File: config.mk
export PLATFORM = sky130hd
export DESIGN_NAME = spi_sclk_gen_flat
export DESIGN_NICKNAME = d
export VERILOG_FILES = /design/src/rtl/spi_sclk_gen_if.sv /design/src/rtl/spi_sclk_gen.sv /design/src/flat_wrapper.sv
export SDC_FILE = /design/constraint.sdc
export NUM_CORES = 1
export LEC_CHECK = 0
export ABC_AREA = 1
export BUFFER_PORTS_ARGS = -buffer_cell sky130_fd_sc_hd__buf_4
export CORE_MARGIN = 2
export CORE_UTILIZATION = 40
export DETAILED_ROUTE_END_ITERATION = 10
export SLEW_MARGIN = 20
export SYNTH_ARGS = -nofsm -noshare
export SYNTH_HDL_FRONTEND = slang
export SYNTH_SLANG_ARGS = --single-unit
export TNS_END_PERCENT = 50
File: constraint.sdc
create_clock -name clk -period 3.5 [get_ports clk]
set_input_delay 0.35 -clock clk [delete_from_list [all_inputs] [get_ports clk]]
set_output_delay 0.35 -clock clk [all_outputs]
set_load 0.02 [all_outputs]
File: src/rtl/spi_sclk_gen_if.sv
// rtl/spi_sclk_gen_if.sv - request/strobe bundle between SPI sequencer and SCLK generator
//
// Signals:
//   start         request pulse (requester -> generator)
//   div           half-period minus one (requester -> generator)
//   cpol          SCLK idle level, only when SPI_CPOL_EN is defined
//   clk_div       divided serial clock (generator -> shift stage)
//   leading_edge  first-toggle strobe of each SCLK period
//   trailing_edge second-toggle strobe of each SCLK period
//   valid_latch   byte-complete strobe
//   cs_n          active-low chip select
//   busy          transfer in progress
//   done          one-cycle completion pulse
// Optional feature macro: SPI_CPOL_EN
interface spi_sclk_gen_if #(
    parameter int DIV_W = 8
);
    logic             start;
    logic [DIV_W-1:0] div;
`ifdef SPI_CPOL_EN
    logic             cpol;
`endif
    logic             clk_div;
    logic             leading_edge;
    logic             trailing_edge;
    logic             valid_latch;
    logic             cs_n;
    logic             busy;
    logic             done;

    modport master (
        output start,
        output div,
`ifdef SPI_CPOL_EN
        output cpol,
`endif
        input  clk_div,
        input  leading_edge,
        input  trailing_edge,
        input  valid_latch,
        input  cs_n,
        input  busy,
        input  done
    );

    modport slave (
        input  start,
        input  div,
`ifdef SPI_CPOL_EN
        input  cpol,
`endif
        output clk_div,
        output leading_edge,
        output trailing_edge,
        output valid_latch,
        output cs_n,
        output busy,
        output done
    );
endinterface

File: src/rtl/spi_sclk_gen.sv
// rtl/spi_sclk_gen.sv - SPI serial clock, edge strobe and chip-select sequencer
//
// Ports:
//   clk   system clock, rising edge
//   rst   asynchronous active-high reset
//   bus   spi_sclk_gen_if.slave: start/div(/cpol) in; clk_div, leading_edge,
//         trailing_edge, valid_latch, cs_n, busy, done out (all registered)
// Parameters:
//   DIV_W      width of the divider value
//   DATA_BITS  SCLK periods per transfer (1..255)
// Optional feature macro: SPI_CPOL_EN (adds cpol, latched idle level)
module spi_sclk_gen #(
    parameter int DIV_W     = 8,
    parameter int DATA_BITS = 8
) (
    input  logic          clk,
    input  logic          rst,
    spi_sclk_gen_if.slave bus
);

    typedef enum logic [1:0] {
        S_IDLE,
        S_SETUP,
        S_SHIFT,
        S_HOLD
    } state_t;

    localparam logic [7:0] LAST_EDGE = 8'(DATA_BITS);

    state_t           state_q, state_d;
    logic [DIV_W-1:0] div_q, div_d;
    logic [DIV_W-1:0] cnt_q, cnt_d;
    logic [7:0]       edge_q, edge_d;
    logic             clk_div_q, clk_div_d;
    logic             le_q, le_d;
    logic             te_q, te_d;
    logic             vl_q, vl_d;
    logic             cs_n_q, cs_n_d;
    logic             busy_q, busy_d;
    logic             done_q, done_d;

    logic             idle_lvl;
    logic             start_lvl;
    logic             tc;

`ifdef SPI_CPOL_EN
    logic             cpol_q, cpol_d;
    assign idle_lvl  = cpol_q;
    assign start_lvl = bus.cpol;
`else
    assign idle_lvl  = 1'b0;
    assign start_lvl = 1'b0;
`endif

    // Terminal count of the current half period.
    assign tc = (cnt_q == div_q);

    always_ff @(posedge clk or posedge rst) begin
        if (rst) begin
            state_q   <= S_IDLE;
            div_q     <= '0;
            cnt_q     <= '0;
            edge_q    <= '0;
            clk_div_q <= 1'b0;
            le_q      <= 1'b0;
            te_q      <= 1'b0;
            vl_q      <= 1'b0;
            cs_n_q    <= 1'b1;
            busy_q    <= 1'b0;
            done_q    <= 1'b0;
`ifdef SPI_CPOL_EN
            cpol_q    <= 1'b0;
`endif
        end else begin
            state_q   <= state_d;
            div_q     <= div_d;
            cnt_q     <= cnt_d;
            edge_q    <= edge_d;
            clk_div_q <= clk_div_d;
            le_q      <= le_d;
            te_q      <= te_d;
            vl_q      <= vl_d;
            cs_n_q    <= cs_n_d;
            busy_q    <= busy_d;
            done_q    <= done_d;
`ifdef SPI_CPOL_EN
            cpol_q    <= cpol_d;
`endif
        end
    end

    always_comb begin
        state_d   = state_q;
        div_d     = div_q;
        cnt_d     = cnt_q;
        edge_d    = edge_q;
        clk_div_d = clk_div_q;
        le_d      = 1'b0;
        te_d      = 1'b0;
        vl_d      = 1'b0;
        cs_n_d    = cs_n_q;
        busy_d    = busy_q;
        done_d    = 1'b0;
`ifdef SPI_CPOL_EN
        cpol_d    = cpol_q;
`endif

        unique case (state_q)
            S_IDLE: begin
                cs_n_d    = 1'b1;
                busy_d    = 1'b0;
                clk_div_d = idle_lvl;
                // done_q marks the cycle IDLE was re-entered; a start seen
                // there is dropped so back-to-back transfers get one idle cycle.
                if (bus.start && !done_q) begin
                    state_d   = S_SETUP;
                    div_d     = bus.div;
                    cnt_d     = '0;
                    edge_d    = '0;
                    clk_div_d = start_lvl;
                    cs_n_d    = 1'b0;
                    busy_d    = 1'b1;
`ifdef SPI_CPOL_EN
                    cpol_d    = bus.cpol;
`endif
                end
            end

            S_SETUP: begin
                // End of setup coincides with the first (leading) toggle.
                if (tc) begin
                    cnt_d     = '0;
                    clk_div_d = ~clk_div_q;
                    le_d      = 1'b1;
                    state_d   = S_SHIFT;
                end else begin
                    cnt_d = cnt_q + 1'b1;
                end
            end

            S_SHIFT: begin
                if (tc) begin
                    cnt_d     = '0;
                    clk_div_d = ~clk_div_q;
                    // Toggling away from the idle level is a leading edge.
                    if (clk_div_q == idle_lvl) begin
                        le_d = 1'b1;
                    end else begin
                        te_d   = 1'b1;
                        edge_d = edge_q + 8'd1;
                        if (edge_q + 8'd1 == LAST_EDGE) begin
                            state_d = S_HOLD;
                        end
                    end
                end else begin
                    cnt_d = cnt_q + 1'b1;
                end
            end

            S_HOLD: begin
                if (tc) begin
                    cnt_d     = '0;
                    state_d   = S_IDLE;
                    cs_n_d    = 1'b1;
                    busy_d    = 1'b0;
                    done_d    = 1'b1;
                    vl_d      = 1'b1;
                    clk_div_d = idle_lvl;
                end else begin
                    cnt_d = cnt_q + 1'b1;
                end
            end

            default: begin
                state_d = S_IDLE;
            end
        endcase
    end

    assign bus.clk_div       = clk_div_q;
    assign bus.leading_edge  = le_q;
    assign bus.trailing_edge = te_q;
    assign bus.valid_latch   = vl_q;
    assign bus.cs_n          = cs_n_q;
    assign bus.busy          = busy_q;
    assign bus.done          = done_q;

endmodule

File: src/flat_wrapper.sv
// flat-port wrapper written by rule: the top's interface ports become plain ports
module spi_sclk_gen_flat 
#(
    parameter int DIV_W     = 8,
    parameter int DATA_BITS = 8
)
  (clk, rst, bus_start, bus_div, bus_clk_div, bus_leading_edge, bus_trailing_edge, bus_valid_latch, bus_cs_n, bus_busy, bus_done);
  spi_sclk_gen_if #(.DIV_W(DIV_W)) bus_i ();
  input  logic clk;
  input  logic rst;
  input wire logic [$bits(bus_i.start)-1:0] bus_start;
  input wire logic [$bits(bus_i.div)-1:0] bus_div;
  output wire logic [$bits(bus_i.clk_div)-1:0] bus_clk_div;
  output wire logic [$bits(bus_i.leading_edge)-1:0] bus_leading_edge;
  output wire logic [$bits(bus_i.trailing_edge)-1:0] bus_trailing_edge;
  output wire logic [$bits(bus_i.valid_latch)-1:0] bus_valid_latch;
  output wire logic [$bits(bus_i.cs_n)-1:0] bus_cs_n;
  output wire logic [$bits(bus_i.busy)-1:0] bus_busy;
  output wire logic [$bits(bus_i.done)-1:0] bus_done;
  assign bus_i.start = bus_start;
  assign bus_i.div = bus_div;
  assign bus_clk_div = bus_i.clk_div;
  assign bus_leading_edge = bus_i.leading_edge;
  assign bus_trailing_edge = bus_i.trailing_edge;
  assign bus_valid_latch = bus_i.valid_latch;
  assign bus_cs_n = bus_i.cs_n;
  assign bus_busy = bus_i.busy;
  assign bus_done = bus_i.done;
  spi_sclk_gen #(.DIV_W(DIV_W), .DATA_BITS(DATA_BITS)) u_core (.clk(clk), .rst(rst), .bus(bus_i));
endmodule
==> qor.csv <==
stage,metric,value,unit
run_status,status,finished clean,
synthesis,Mapped Nets,226,
power,Power Density,669,mW/mm²
floorplan,die area,0.00496,mm²
clock_network,"Reg clk slew, reported paths",70,ps
detailed_routing,post-route ant nets,0,
detailed_routing,drt via density,4.76,
cells_and_area,antenna cells,0,
synthesis,Synth Area per Inst,8.49,µm²
setup_path,reg2reg start,u_core.edge_q[1],
power,Switch Pwr,538,µW
timing,WHS,144,ps
clock_network,cts hold-fix bufs,0,
clock_network,H-tree Lvls,2,
cells_and_area,# nets final,248,
global_route,largest net degree at the start of global routing,33,
timing,total negative slack,0,ps
synthesis,largest area contributor in the netlist,dfrtp_1,
timing,Final min period,1660,ps
job,Max-cap violations,0,
clock_network,clk_lat worst skew,290,ps
min_path,HP Class,input port to asynchronous set/reset pin,
clock_network,clock sinks,32,
detailed_routing,final wirelength,3.19,mm
floorplan,die height,70.5,µm
global_route,initial antenna violation count,0,
setup_path,Worst Setup EP,u_core.state_q[0],
synthesis,Synth warnings,0,
detailed_routing,Pre-antenna DRT Iters,4,
floorplan,# IOs,18,
power,sw frac,39.6,%
detailed_routing,WL/cell,11.3,µm
timing,Final Cycle Share,47.5,%
clock_network,Max clock buf depth,2,
timing,Slew @ Worst Pin,584,ps
global_route,Total GRT Usage,15.0,%
cells_and_area,fill count,428,
setup_path,Required @ worst endpoint,3670,ps
floorplan,row count,24,
floorplan,Initial Utilization,41.1,%
synthesis,"Seq/Total Area, Yosys",45.4,%
placement,DP Wirelength,2.36,mm
synthesis,Synth Cell Area,0.00177,mm²
power,Pleak,0.969,nW
clock_network,Num CTS Buffers,5,
detailed_routing,First DRT Iteration DRCs,81,
timing,fmax,0.601,GHz
synthesis,Area contributors post-synth,"dfrtp_1, nand2_1, inv_1",
cells_and_area,"most common cell after layout, fill and taps aside",nand2_1,
power,worst-case vdd ir drop,314,µV
detailed_routing,DRC,0,
clock_network,total setup buffers inserted after CTS,0,
cells_and_area,layout cell share with drive strength beyond 1,23.5,%
power,part of the power in registers,39.9,%
clock_network,CTS tree,built,
detailed_routing,Vias,1343,
timing,RSZ-0062 raised after global routing,no,
setup_path,crit-path max FO,4,
synthesis,Yosys reg bits,32,
setup_path,crit path launch,u_core.edge_q[1],
synthesis,Post-Synthesis Cells,208,
timing,Setup Skew,9.00,ps
timing,Final Hold Viols,0,
setup_path,reg2reg end,u_core.state_q[0],
setup_path,startpoint types,register,
cells_and_area,P&R area growth vs syn,14.9,%
cells_and_area,most frequent cells in the layout,"nand2_1, dfrtp_1, inv_1, nor2_1, buf_4",
setup_path,Crit path arrival time,1840,ps
clock_network,post-CTS sizing,0,
clock_network,CTS root buf,clkbuf_8,
global_route,vias in the first global route,1305,
power,Internal,819,µW
floorplan,die width,70.5,µm
power,Clk pwr share,19.4,%
synthesis,Yosys top cell area share,43.9,%
setup_path,CP Capture Type,register,
global_route,GRT overflow,0,
synthesis,Cell variety after synth,29,
floorplan,core footprint,0.00429,mm²
placement,RePlAce Congestion,0.796,
placement,# port buffers,17,
setup_path,FF-to-FF setup slack,1840,ps
timing,max-slew violations,0,
timing,Finish-stage setup viols,0,
global_route,first-pass GRT wire length,5.80,mm
timing,Slew HR,61.0,%
power,Combinational Power Share,40.7,%
setup_path,CP Class,register to register,
setup_path,R2R cell count,11,
==> final cells by class <==
type | instances | area, µm² | share of cell area, %
multi-input cells | 143 | 837 | 41.2
flip-flops and latches | 32 | 802 | 39.5
repair buffers | 18 | 135 | 6.66
inverters | 30 | 113 | 5.55
clock buffers | 6 | 72.6 | 3.58
well taps | 52 | 65.1 | 3.21
clock inverters | 1 | 5.00 | 0.247
==> critical path, stage by stage (launching register included) <==
cell and delay, ps:
dfrtp_1 420, ha_1 230, xnor2_1 230, nand2_1 90, nor2_1 110, nand2_1 50, nor2_1 100, nand2_1 70
nand2_2 70, nand2_1 60, nand2_1 70, nand2_1 50
==> power groups by stage <==
stage,sequential (mW),combinational [mW],clock [mW]
floorplan,0.547,0.431,0
global placement,0.547,0.557,0
detailed placement,0.549,0.557,0
CTS,0.542,0.559,0.273
global route,0.558,0.637,0.290
finish,0.542,0.553,0.263
==> sequential cells by signal, indices dropped and copies added (netlist names) <==
register / flops
u_core.bus.leading_edge: 1
u_core.bus.cs_n: 1
u_core.bus.busy: 1
u_core.edge_q: 8
u_core.state_q: 2
u_core.cnt_q: 8
u_core.bus.trailing_edge: 1
u_core.bus.valid_latch: 1
u_core.bus.clk_div: 1
u_core.div_q: 8
==> per-layer routing <==
metal  wire length (µm)  track usage [%]  up-vias  share of wire (%)
li1                   -                -      706                  -
met1               1630             21.4      603                 51
met2               1320             20.1       27                 41
met3                140             3.32        7                4.4
met4                 99             10.0        0                3.1
met5                  0                0        -                  0
==> cell families after synthesis <==
| group | share of synthesized area, % |
|---|---|
| compound gates | 10.9 |
| xor+xnor | 5.45 |
| fa+ha+maj | 4.96 |
| buf+inv | 7.22 |
| flops | 45.4 |
| mux | 1.91 |
| simple gates | 24.2 |
==> worst min path at each step <==
stage | endpoint | slack [ps] | depth (start not counted)
after floorplan | u_core.bus.busy | 470 | 1
after global placement | u_core.div_q[7] | 470 | 3
after detailed placement | u_core.div_q[5] | 470 | 3
after CTS | u_core.div_q[5] | 160 | 3
after global routing | u_core.bus.leading_edge | 190 | 3
final | u_core.bus.leading_edge | 140 | 3
==> metrics by stage <==
stage | worst slack, ps | power (mW) | instance area (µm²) | instances | utilization, %
final | 1840 | 1.36 | 2030 | 282 | 47.3
after global routing | 1600 | 1.48 | 2030 | 282 | 47.3
after CTS | 1810 | 1.37 | 2030 | 282 | 47.3
after detailed placement | 1820 | 1.11 | 1950 | 275 | 45.5
after global placement | 1840 | 1.10 | 1950 | 275 | 45.5
after floorplan | 2010 | 0.978 | 1770 | 208 | -
==> cells in the mapped netlist (all sizes together) <==
master and count:
dfstp 1, nor3 2, xnor2 5, xor2 6, a21oi 9, dfrtp 31, nand4 1, o21ai 10
inv 30, o22ai 9, nand3 14, nand2 52, mux2 3, ha 7, o21bai 1, nor2 24
clkbuf 2, buf 1
Note: power is estimated with default switching activity, not from simulation.
